### src/rtl/hist_pkg.sv
// Shared constants and frame-sequencer state type for the histogram UART transmitter.
package hist_pkg;

   localparam int             HIST_NUM_BINS     = 8;
   localparam int             HIST_ADDR_W       = 3;
   localparam int             HIST_DATA_W       = 16;
   localparam logic [7:0]     HIST_SYNC_BYTE    = 8'hA5;
   localparam int             HIST_CLKS_PER_BIT = 434;

   typedef enum logic [1:0] {
      S_IDLE,
      S_HDR,
      S_PAYLOAD,
      S_FINISH
   } frame_state_e;

endpackage

### src/rtl/uart_tx_byte.sv
// 8N1 byte serializer. ready is also high in the last stop-bit cycle so a new
// byte can be chained with no idle gap on the line.
module uart_tx_byte #(
   parameter int CLKS_PER_BIT = 434
) (
   input  logic       clk,
   input  logic       reset,
   input  logic       start,
   input  logic [7:0] data,
   output logic       tx,
   output logic       ready
);

   localparam int             CNT_W   = (CLKS_PER_BIT > 1) ? $clog2(CLKS_PER_BIT) : 1;
   localparam logic [CNT_W-1:0] CNT_MAX = CNT_W'(CLKS_PER_BIT - 1);

   typedef enum logic [1:0] {
      TX_IDLE,
      TX_START,
      TX_DATA,
      TX_STOP
   } tx_state_e;

   tx_state_e        state_q, state_d;
   logic [CNT_W-1:0] cnt_q, cnt_d;
   logic [2:0]       bit_q, bit_d;
   logic [7:0]       shreg_q, shreg_d;
   logic             tx_q, tx_d;
   logic             bit_end;

   assign bit_end = (cnt_q == CNT_MAX);
   assign ready   = (state_q == TX_IDLE) || ((state_q == TX_STOP) && bit_end);
   assign tx      = tx_q;

   always_comb begin
      state_d = state_q;
      cnt_d   = bit_end ? '0 : cnt_q + CNT_W'(1);
      bit_d   = bit_q;
      shreg_d = shreg_q;
      tx_d    = tx_q;
      case (state_q)
         TX_IDLE: begin
            cnt_d = '0;
            tx_d  = 1'b1;
            if (start) begin
               state_d = TX_START;
               shreg_d = data;
               tx_d    = 1'b0;
            end
         end
         TX_START: begin
            if (bit_end) begin
               state_d = TX_DATA;
               bit_d   = '0;
               tx_d    = shreg_q[0];
            end
         end
         TX_DATA: begin
            if (bit_end) begin
               if (bit_q == 3'd7) begin
                  state_d = TX_STOP;
                  tx_d    = 1'b1;
               end else begin
                  // shift so the next data bit always sits at shreg_q[1]
                  bit_d   = bit_q + 3'd1;
                  tx_d    = shreg_q[1];
                  shreg_d = {1'b0, shreg_q[7:1]};
               end
            end
         end
         TX_STOP: begin
            if (bit_end) begin
               if (start) begin
                  state_d = TX_START;
                  shreg_d = data;
                  tx_d    = 1'b0;
               end else begin
                  state_d = TX_IDLE;
               end
            end
         end
         default: state_d = TX_IDLE;
      endcase
   end

   always_ff @(posedge clk) begin
      if (reset) begin
         state_q <= TX_IDLE;
         cnt_q   <= '0;
         bit_q   <= '0;
         shreg_q <= '0;
         tx_q    <= 1'b1;
      end else begin
         state_q <= state_d;
         cnt_q   <= cnt_d;
         bit_q   <= bit_d;
         shreg_q <= shreg_d;
         tx_q    <= tx_d;
      end
   end

endmodule

### src/rtl/histogram_uart_tx.sv
// Histogram bin buffer plus frame sequencer: sends SYNC then every bin (low byte
// first) back-to-back over 8N1 UART on each accepted transmit pulse.
module histogram_uart_tx
   import hist_pkg::*;
#(
   parameter int         CLKS_PER_BIT = HIST_CLKS_PER_BIT,
   parameter int         NUM_BINS     = HIST_NUM_BINS,
   parameter int         ADDR_W       = HIST_ADDR_W,
   parameter int         DATA_W       = HIST_DATA_W,
   parameter logic [7:0] SYNC_BYTE    = HIST_SYNC_BYTE
) (
   input  logic              clk,
   input  logic              reset,
   input  logic              histogram_write_enable,
   input  logic [ADDR_W-1:0] histogram_write_address,
   input  logic [DATA_W-1:0] histogram_data,
   input  logic              histogram_transmit,
   output logic              UART_TX,
   output logic              busy,
   output logic              done
);

   localparam int             IDX_W    = ADDR_W + 1;
   localparam logic [IDX_W-1:0] LAST_IDX = IDX_W'(2 * NUM_BINS - 1);

   frame_state_e                    state_q, state_d;
   logic [IDX_W-1:0]                idx_q, idx_d;
   logic [NUM_BINS-1:0][DATA_W-1:0] bins_q, bins_d;

   logic              ser_start;
   logic              ser_ready;
   logic [7:0]        ser_data;
   logic [IDX_W-1:0]  send_idx;
   logic [DATA_W-1:0] send_word;

   assign busy = (state_q == S_HDR) || (state_q == S_PAYLOAD);
   assign done = (state_q == S_FINISH);

   // buffer is frozen for the whole frame
   always_comb begin
      bins_d = bins_q;
      if (histogram_write_enable && !busy)
         bins_d[histogram_write_address] = histogram_data;
   end

   // FINISH behaves like IDLE for acceptance so a pulse coinciding with done starts a new frame
   always_comb begin
      state_d   = state_q;
      idx_d     = idx_q;
      ser_start = 1'b0;
      send_idx  = '0;
      case (state_q)
         S_IDLE, S_FINISH: begin
            state_d = S_IDLE;
            if (histogram_transmit) begin
               ser_start = 1'b1;
               state_d   = S_HDR;
               idx_d     = '0;
            end
         end
         S_HDR: begin
            if (ser_ready) begin
               ser_start = 1'b1;
               send_idx  = '0;
               idx_d     = '0;
               state_d   = S_PAYLOAD;
            end
         end
         S_PAYLOAD: begin
            if (ser_ready) begin
               if (idx_q == LAST_IDX) begin
                  state_d = S_FINISH;
               end else begin
                  ser_start = 1'b1;
                  send_idx  = idx_q + IDX_W'(1);
                  idx_d     = send_idx;
               end
            end
         end
         default: state_d = S_IDLE;
      endcase
   end

   always_comb begin
      send_word = bins_q[send_idx[IDX_W-1:1]];
      if (state_q == S_IDLE || state_q == S_FINISH)
         ser_data = SYNC_BYTE;
      else
         ser_data = send_idx[0] ? send_word[15:8] : send_word[7:0];
   end

   always_ff @(posedge clk) begin
      if (reset) begin
         state_q <= S_IDLE;
         idx_q   <= '0;
         bins_q  <= '0;
      end else begin
         state_q <= state_d;
         idx_q   <= idx_d;
         bins_q  <= bins_d;
      end
   end

   uart_tx_byte #(
      .CLKS_PER_BIT(CLKS_PER_BIT)
   ) u_tx (
      .clk   (clk),
      .reset (reset),
      .start (ser_start),
      .data  (ser_data),
      .tx    (UART_TX),
      .ready (ser_ready)
   );

endmodule
### config.mk
export PLATFORM = sky130hd
export DESIGN_NAME = histogram_uart_tx
export DESIGN_NICKNAME = d
export VERILOG_FILES = /design/src/rtl/hist_pkg.sv /design/src/rtl/uart_tx_byte.sv /design/src/rtl/histogram_uart_tx.sv
export SDC_FILE = /design/constraint.sdc
export NUM_CORES = 1
export LEC_CHECK = 0
export BUFFER_PORTS_ARGS = -buffer_cell sky130_fd_sc_hd__buf_2
export CAP_MARGIN = 20
export CELL_PAD_IN_SITES_DETAIL_PLACEMENT = 0
export CELL_PAD_IN_SITES_GLOBAL_PLACEMENT = 1
export CORE_UTILIZATION = 46
export DETAILED_ROUTE_END_ITERATION = 16
export HOLD_SLACK_MARGIN = 0.02
export PLACE_DENSITY_LB_ADDON = 0.1
export SETUP_SLACK_MARGIN = 0.3
export SLEW_MARGIN = 10
export SYNTH_ARGS = -nofsm -noshare
export SYNTH_HDL_FRONTEND = slang
export SYNTH_SLANG_ARGS = --single-unit
### constraint.sdc
create_clock -name clk -period 3.3 [get_ports clk]
set_clock_uncertainty 0.2 [all_clocks]
set_input_delay 0.165 -clock clk [delete_from_list [all_inputs] [get_ports clk]]
set_output_delay 0.165 -clock clk [all_outputs]
set_load 0.05 [all_outputs]
# Yosys cells after proc, flatten, opt, wreduce, memory -nomap -nowiden
# Index checks and enable logic that the tools add are counted.
dict set report op_classes {
  n_div 0
  addsub 3
  n_mul 0
  n_eq_ne 21
  mux 48
  bitwise_logic 0
  n_shift 0
  n_lt_le_gt_ge 3
  n_reduce_logical 19
}
# op n
set ops {}
lappend ops {{$bwmux W128} 1}
lappend ops {{$bmux W16 S3} 1}
lappend ops {{$demux W16 S3} 1}
lappend ops {{$mux W8} 6}
lappend ops {{$mux W16} 2}
lappend ops {{$mux W4} 7}
lappend ops {{$pmux W8 S3} 1}
lappend ops {{$mux W2} 8}
lappend ops {{$reduce_and A4 Y1} 4}
lappend ops {{$ne A2 B2 Y1 const B} 7}
lappend ops {{$mux W1} 12}
lappend ops {{$pmux W4 S3} 1}
lappend ops {{$ne A2 B1 Y1 const B} 5}
lappend ops {{$add A9 B1 Y9 const B} 1}
lappend ops {{$eq A9 B9 Y1 const B} 1}
lappend ops {{$mux W3} 3}
lappend ops {{$eq A2 B2 Y1 const B} 4}
lappend ops {{$lt A3 B4 Y1 const B} 2}
lappend ops {{$pmux W2 S4} 1}
lappend ops {{$pmux W2 S3} 1}
lappend ops {{$pmux W3 S2} 1}
lappend ops {{$reduce_and A5 Y1} 1}
lappend ops {{$add A4 B1 Y4 const B} 1}
lappend ops {{$eq A2 B1 Y1 const B} 2}
lappend ops {{other kinds (15)} 20}
dict set report totals {
  n_memories 0
  inputBits 23
  out_inout_bits 3
  latch_bits 0
  elab_cells 109
  register_bits 157
  romBits 0
  ramBits 0
}

# Logic depth before layout (Yosys ltp)
dict set report logic_depth {
  ltp_word 12
  mapped_depth 12
  ltp_nobuf 9
}

# Modules after synthesis
# A second synthesis with hierarchy kept.
dict set report unflattened {
  cells_unflattened 934
  hier_area_um2 7317.0
}
# module seq_area_each_um2 cells_each n_inst area_per_inst_um2
set by_module_without_submodules {}
lappend by_module_without_submodules {histogram_uart_tx 2682.6 801 1 6107.1}
lappend by_module_without_submodules {uart_tx_byte 460.4 133 1 1209.9}

# Worst setup path after synthesis
# No wires, ideal clock.
dict set report synth_path {
  kind {register to register}
  from {register u_tx.state_q[0]}
  to {register u_tx.shreg_q[2]}
  slack_ns 0.880
  t_arrival_ns 2.133
  t_required_ns 3.014
  path_stages_with_launch 11
  setup_ns 0.086
  path_cell_list {dfxtp_1 -> inv_1 -> ha_1 -> clkbuf_1 -> a31oi_4 -> nor3_2 -> buf_4 -> or3_1 -> o211ai_1 -> nand4_1 -> a221oi_2}
}
dict set report synth_between {
  elab_chain_cells 12
  word_cells_on_any_way 22
  cone_classes {eq/ne: 5; mux: 12; reduce/logical: 5}
}
# item line_no
set synth_rtl {}
lappend synth_rtl {{start, declared} uart_tx_byte.sv:24} ;# tx_state_e state_q, state_d;
lappend synth_rtl {{start signal, assigned} uart_tx_byte.sv:94} ;# state_q <= state_d;
lappend synth_rtl {{$eq A2 B2 Y1} {uart_tx_byte.sv:32, uart_tx_byte.sv:41}}
lappend synth_rtl {{$logic_and A1 B1 Y1} uart_tx_byte.sv:32} ;# assign ready = (state_q == TX_IDLE) || ((state_q == TX_STOP) && bit_end);
lappend synth_rtl {{$logic_or A1 B1 Y1} uart_tx_byte.sv:32}
lappend synth_rtl {{$mux W4} histogram_uart_tx.sv:70} ;# if (ser_ready) begin
lappend synth_rtl {{$mux W4} -}
lappend synth_rtl {{$bmux W16 S3} histogram_uart_tx.sv:85} ;# send_word = bins_q[send_idx[IDX_W-1:1]];
lappend synth_rtl {{$mux W16 (implied by the code)} histogram_uart_tx.sv:85}
lappend synth_rtl {{$mux W8} histogram_uart_tx.sv:89} ;# ser_data = send_idx[0] ? send_word[15:8] : send_word[7:0];
lappend synth_rtl {{$mux W8} histogram_uart_tx.sv:86} ;# if (state_q == S_IDLE || state_q == S_FINISH)
lappend synth_rtl {{$mux W8} {uart_tx_byte.sv:45, uart_tx_byte.sv:73}}
lappend synth_rtl {{$mux W8} uart_tx_byte.sv:72} ;# if (bit_end) begin
lappend synth_rtl {{$pmux W8 S3} uart_tx_byte.sv:41} ;# case (state_q)
lappend synth_rtl {{end signal, assigned} uart_tx_byte.sv:97} ;# shreg_q <= shreg_d;
lappend synth_rtl {{end, declared} uart_tx_byte.sv:27} ;# logic [7:0] shreg_q, shreg_d;
# Several ways; a longest one is shown, not always the timed one. The select of a mux whose other input is x is not followed.
# A chain may end at the register's enable or synchronous reset.

# Final worst setup path
dict set report layout_path {
  from {register idx_q[0]}
  to {register u_tx.shreg_q[0]}
}
dict set report layout_between {
  elab_chain_cells 11
  word_cells_on_any_way 15
  cone_classes {add/sub: 1; eq/ne: 1; mux: 13}
}
# item line_no
set layout_rtl {}
lappend layout_rtl {{start, declared} histogram_uart_tx.sv:27} ;# logic [IDX_W-1:0] idx_q, idx_d;
lappend layout_rtl {{start signal, assigned} histogram_uart_tx.sv:99} ;# idx_q <= idx_d;
lappend layout_rtl {{$add A4 B1 Y4 / $eq A4 B4 Y1 (equally long branches)} {histogram_uart_tx.sv:75, histogram_uart_tx.sv:71}}
lappend layout_rtl {{$mux W4} histogram_uart_tx.sv:71} ;# if (idx_q == LAST_IDX) begin
lappend layout_rtl {{$mux W4} histogram_uart_tx.sv:70}
lappend layout_rtl {{$mux W4} -}
lappend layout_rtl {{$bmux W16 S3} histogram_uart_tx.sv:85}
lappend layout_rtl {{$mux W16 (implied by the code)} histogram_uart_tx.sv:85}
lappend layout_rtl {{$mux W8} histogram_uart_tx.sv:89}
lappend layout_rtl {{$mux W8} histogram_uart_tx.sv:86}
lappend layout_rtl {{$mux W8 *} {uart_tx_byte.sv:45, uart_tx_byte.sv:73}}
lappend layout_rtl {{$mux W8} uart_tx_byte.sv:72}
lappend layout_rtl {{$pmux W8 S3 *} uart_tx_byte.sv:41}
# Every way passes the cells marked *; elsewhere a longest branch is shown, timed or not. The select of a mux whose other input is x is not followed.

==> results_dict.tcl <==
set metrics [dict create \
    synth_enable_flop_cells 0 \
    drv_cap 0 \
    layout.nets 1029 \
    wl_per_cell_um 19.3 \
    drtIter0Drc 510 \
    start_util_pct 47.0 \
    dp_hpwl_um 15600 \
    ioPinCount 26 \
    grt_max_degree 79 \
    grt_setup_unrepaired "yes" \
    die_height_um 129 \
    synth_area_um2 7460 \
    ys.flop_type "dfxtp_1" \
    cts_buffer_depth 2 \
    cts_max_level 4 \
    synth-seq-area-share_pct 42.1 \
    cts.root.buffer_cell "clkbuf_16" \
    power_density_nw_per_um2 669 \
    setup_viol 0 \
    cp-end-kind "register" \
    fin_ws_ns 0.373 \
    area.growth.synth_to_final_pct 14.1 \
    num_rows 46 \
    wl_met2_um 11200 \
    io_buffers 25 \
    crit_fanout 16 \
    cp-start-kind "register" \
    arrival_ns 2.99 \
    ff2ff_setup_slack_ns 0.37 \
    synthCells 988 \
    fin_crit_ns 2.93 \
    antenna_left 0 \
    first_pass_iters 5 \
    clock-sinks 157 \
    dpl.cell_count 1170 \
    whs_endpoint "idx_q[3]" \
    r2r-end "u_tx.shreg_q[0]" \
    outcome "finished, final reports clean" \
    path_clk_slew_ns 0.06 \
    whs_path_depth 3 \
    wl_met1_um 10300 \
    async_flop_share_pct 0 \
    via_per_inst 5.76 \
    worstHoldPathType "primary input to register" \
    hold_viol 0 \
    diodes 0 \
    first_global_vias 6611 \
    fin_tns_setup_ns 0 \
    die_w_um 129 \
    place_ws_ns 0.392 \
    synth_seq_cells 157 \
    fillers 1529 \
    track_usage_pct 29.6 \
    r2r_start "idx_q[0]" \
    synth_nets 1024 \
    place_area_um2 7680 \
    design.core.area_um2 15900 \
    vias 7041 \
    ys_types 61 \
    r2r_cells 8 \
    slew_headroom_pct 41.6 \
    overflow 0 \
    final_area_um2 8520 \
    ir_worst_vdd_uv 419 \
    drc 0 \
    cts_buffers 17 \
    routed-wl-met3_um 1300 \
    required_ns 3.37 \
    syn_avg_cell_area_um2 7.56 \
    clkLatencyLatePin_ns 0.43 \
    drv_slew 0 \
    dr.max_layer_used "met4" \
    dieArea_um2 16700 \
    power.total_mw 5.70 \
    leakage_nw 2.99 \
    grt_first_pass_wirelength_um 36600 \
    fin_crit_sh_pct 88.7 \
    fmax_ghz 0.342 \
    synth_warnings 0 \
    tightest_slew_ns 0.876 \
    worstHoldStart "histogram_transmit" \
    drive_gt1_share_pct 11.6 \
    fin_cells 1222 \
    place_congestion 0.899 \
    critical_path_class "register to register" \
    tritoncts "done" \
    antenna_found_initial 0 \
    totalWireLength_um 23600 \
]
cell usage after synthesis, types with 3 or more instances:
cell type	count	share of area [%]
inv_1	8	0.40
a21oi_1	156	10
ha_1	13	2.2
o211ai_1	4	0.40
a311o_1	7	0.94
a211o_1	4	0.47
nand2_1	322	16
buf_2	7	0.47
nor3_1	4	0.27
buf_6	4	0.60
clkbuf_1	62	3.1
xnor2_1	3	0.35
a31oi_1	8	0.67
dfxtp_1	157	42
buf_4	6	0.60
and3_1	10	0.84
a221oi_1	7	0.82
nor2_1	50	2.5
a22o_1	3	0.35
or2_2	7	0.59
a221oi_2	3	0.60
o21ai_1	8	0.54
a22oi_1	4	0.40
xor2_1	5	0.59
o22a_1	4	0.47
mux2i_1	18	2.4
a211oi_1	10	1.0
mux2_4	6	1.2
or3_1	9	0.75
o21ai_0	14	0.94
nand3_1	17	1.1
nand4_1	12	1.0
worst max path at each step:
| stage | from | end | slack (ns) |
|---|---|---|---|
| final | idx_q[0] | u_tx.shreg_q[0] | 0.37 |
| after global routing | idx_q[0] | u_tx.shreg_q[0] | 0.26 |
| after CTS | u_tx.state_q[0] | u_tx.shreg_q[4] | 0.36 |
| after detailed placement | u_tx.state_q[0] | u_tx.shreg_q[4] | 0.39 |
| after global placement | state_q[0] | u_tx.shreg_q[7] | 0.45 |
| after floorplan | u_tx.state_q[0] | u_tx.shreg_q[2] | 0.88 |
per-layer routing:
metal / GRT usage, % / vias up
li1: - / 3377
met1: 37.4 / 3391
met2: 47.8 / 227
met3: 6.11 / 46
met4: 15.0 / 0
met5: 0 / -
cell usage in the layout (no fill, tap or decap), types with 3 or more instances in the layout:
cell and count:
a22o_1 3, or2_2 7, buf_2 24, or3_1 9
clkbuf_8 3, a221oi_2 3, bufinv_16 3, ha_1 13
dlygate4sd3_1 16, mux2_4 6, a211oi_1 10, inv_6 3
a211o_1 4, a221oi_1 7, xor2_1 5, o21ai_1 8
mux2i_1 18, buf_4 26, o22a_1 4, a21oi_1 156
nand4_1 12, a22oi_1 4, dfxtp_1 157, nand3_1 16
o21ai_0 14, o211ai_1 4, inv_1 8, a311o_1 7
a31oi_1 8, nand2_1 322, clkbuf_16 17, and3_1 9
nor2_1 50, xnor2_1 3
sequential cells by signal, indices dropped and copies added, names as in the netlist:
signal,flops
idx_q,4
state_q,2
u_tx.cnt_q,9
u_tx.tx,1
bins_q,128
u_tx.shreg_q,8
u_tx.state_q,2
u_tx.bit_q,3
stage by stage:
step | util, % | hold WS, ns
3_3_place_gp | 48.3 | 0.239
6_report | 53.6 | 0.0474
5_1_grt | 53.6 | 0.0896
4_1_cts | 53.3 | 0.0233
2_1_floorplan | - | 0.213
3_5_place_dp | 48.3 | 0.247
where the power goes:
part           total [mW]  internal (mW)  switching [mW]  leakage [nW]
clock network        2.08           1.26           0.826         0.303
registers            2.14           2.04           0.103          1.27
logic                1.47          0.479           0.996          1.42
cell type report:
type / instances / area (um2) / area share, %
repair buffers: 66 / 475 / 5.58
clock buffers: 20 / 467 / 5.48
well taps: 216 / 270 / 3.17
clock inverters: 12 / 159 / 1.87
multi-input cells: 743 / 3970 / 46.7
flip-flops and latches: 157 / 3140 / 36.9
inverters: 8 / 30.0 / 0.353
worst max-delay path, stage by stage, from the launching register on:
cell	delay, ns
dfxtp_1	0.34
ha_1	0.28
a21oi_1	0.24
o221ai_1	0.38
nor2_4	0.50
nand3_1	0.18
a311o_1	0.43
nand4_1	0.15
a221oi_2	0.07
kinds of logic (layout without fill, tap and decap cells):
family	count (synthesis)	count (layout)	share of synthesized area, %
fa+ha+maj	13	13	2.18
flops	157	157	42.1
compound gates	251	251	20.6
mux	25	25	3.77
xor+xnor	8	8	0.939
simple gates	446	446	25.2
buf+inv	88	106	5.25
what timing repair did:
item,4_1_cts,5_1_grt
endpoints found under the hold margin,128,0
resized for setup,0,5
endpoints found under the setup margin,0,8
hold buffers,16,0
buffers inserted,0,4
Note: power is estimated with default switching activity, not from simulation.
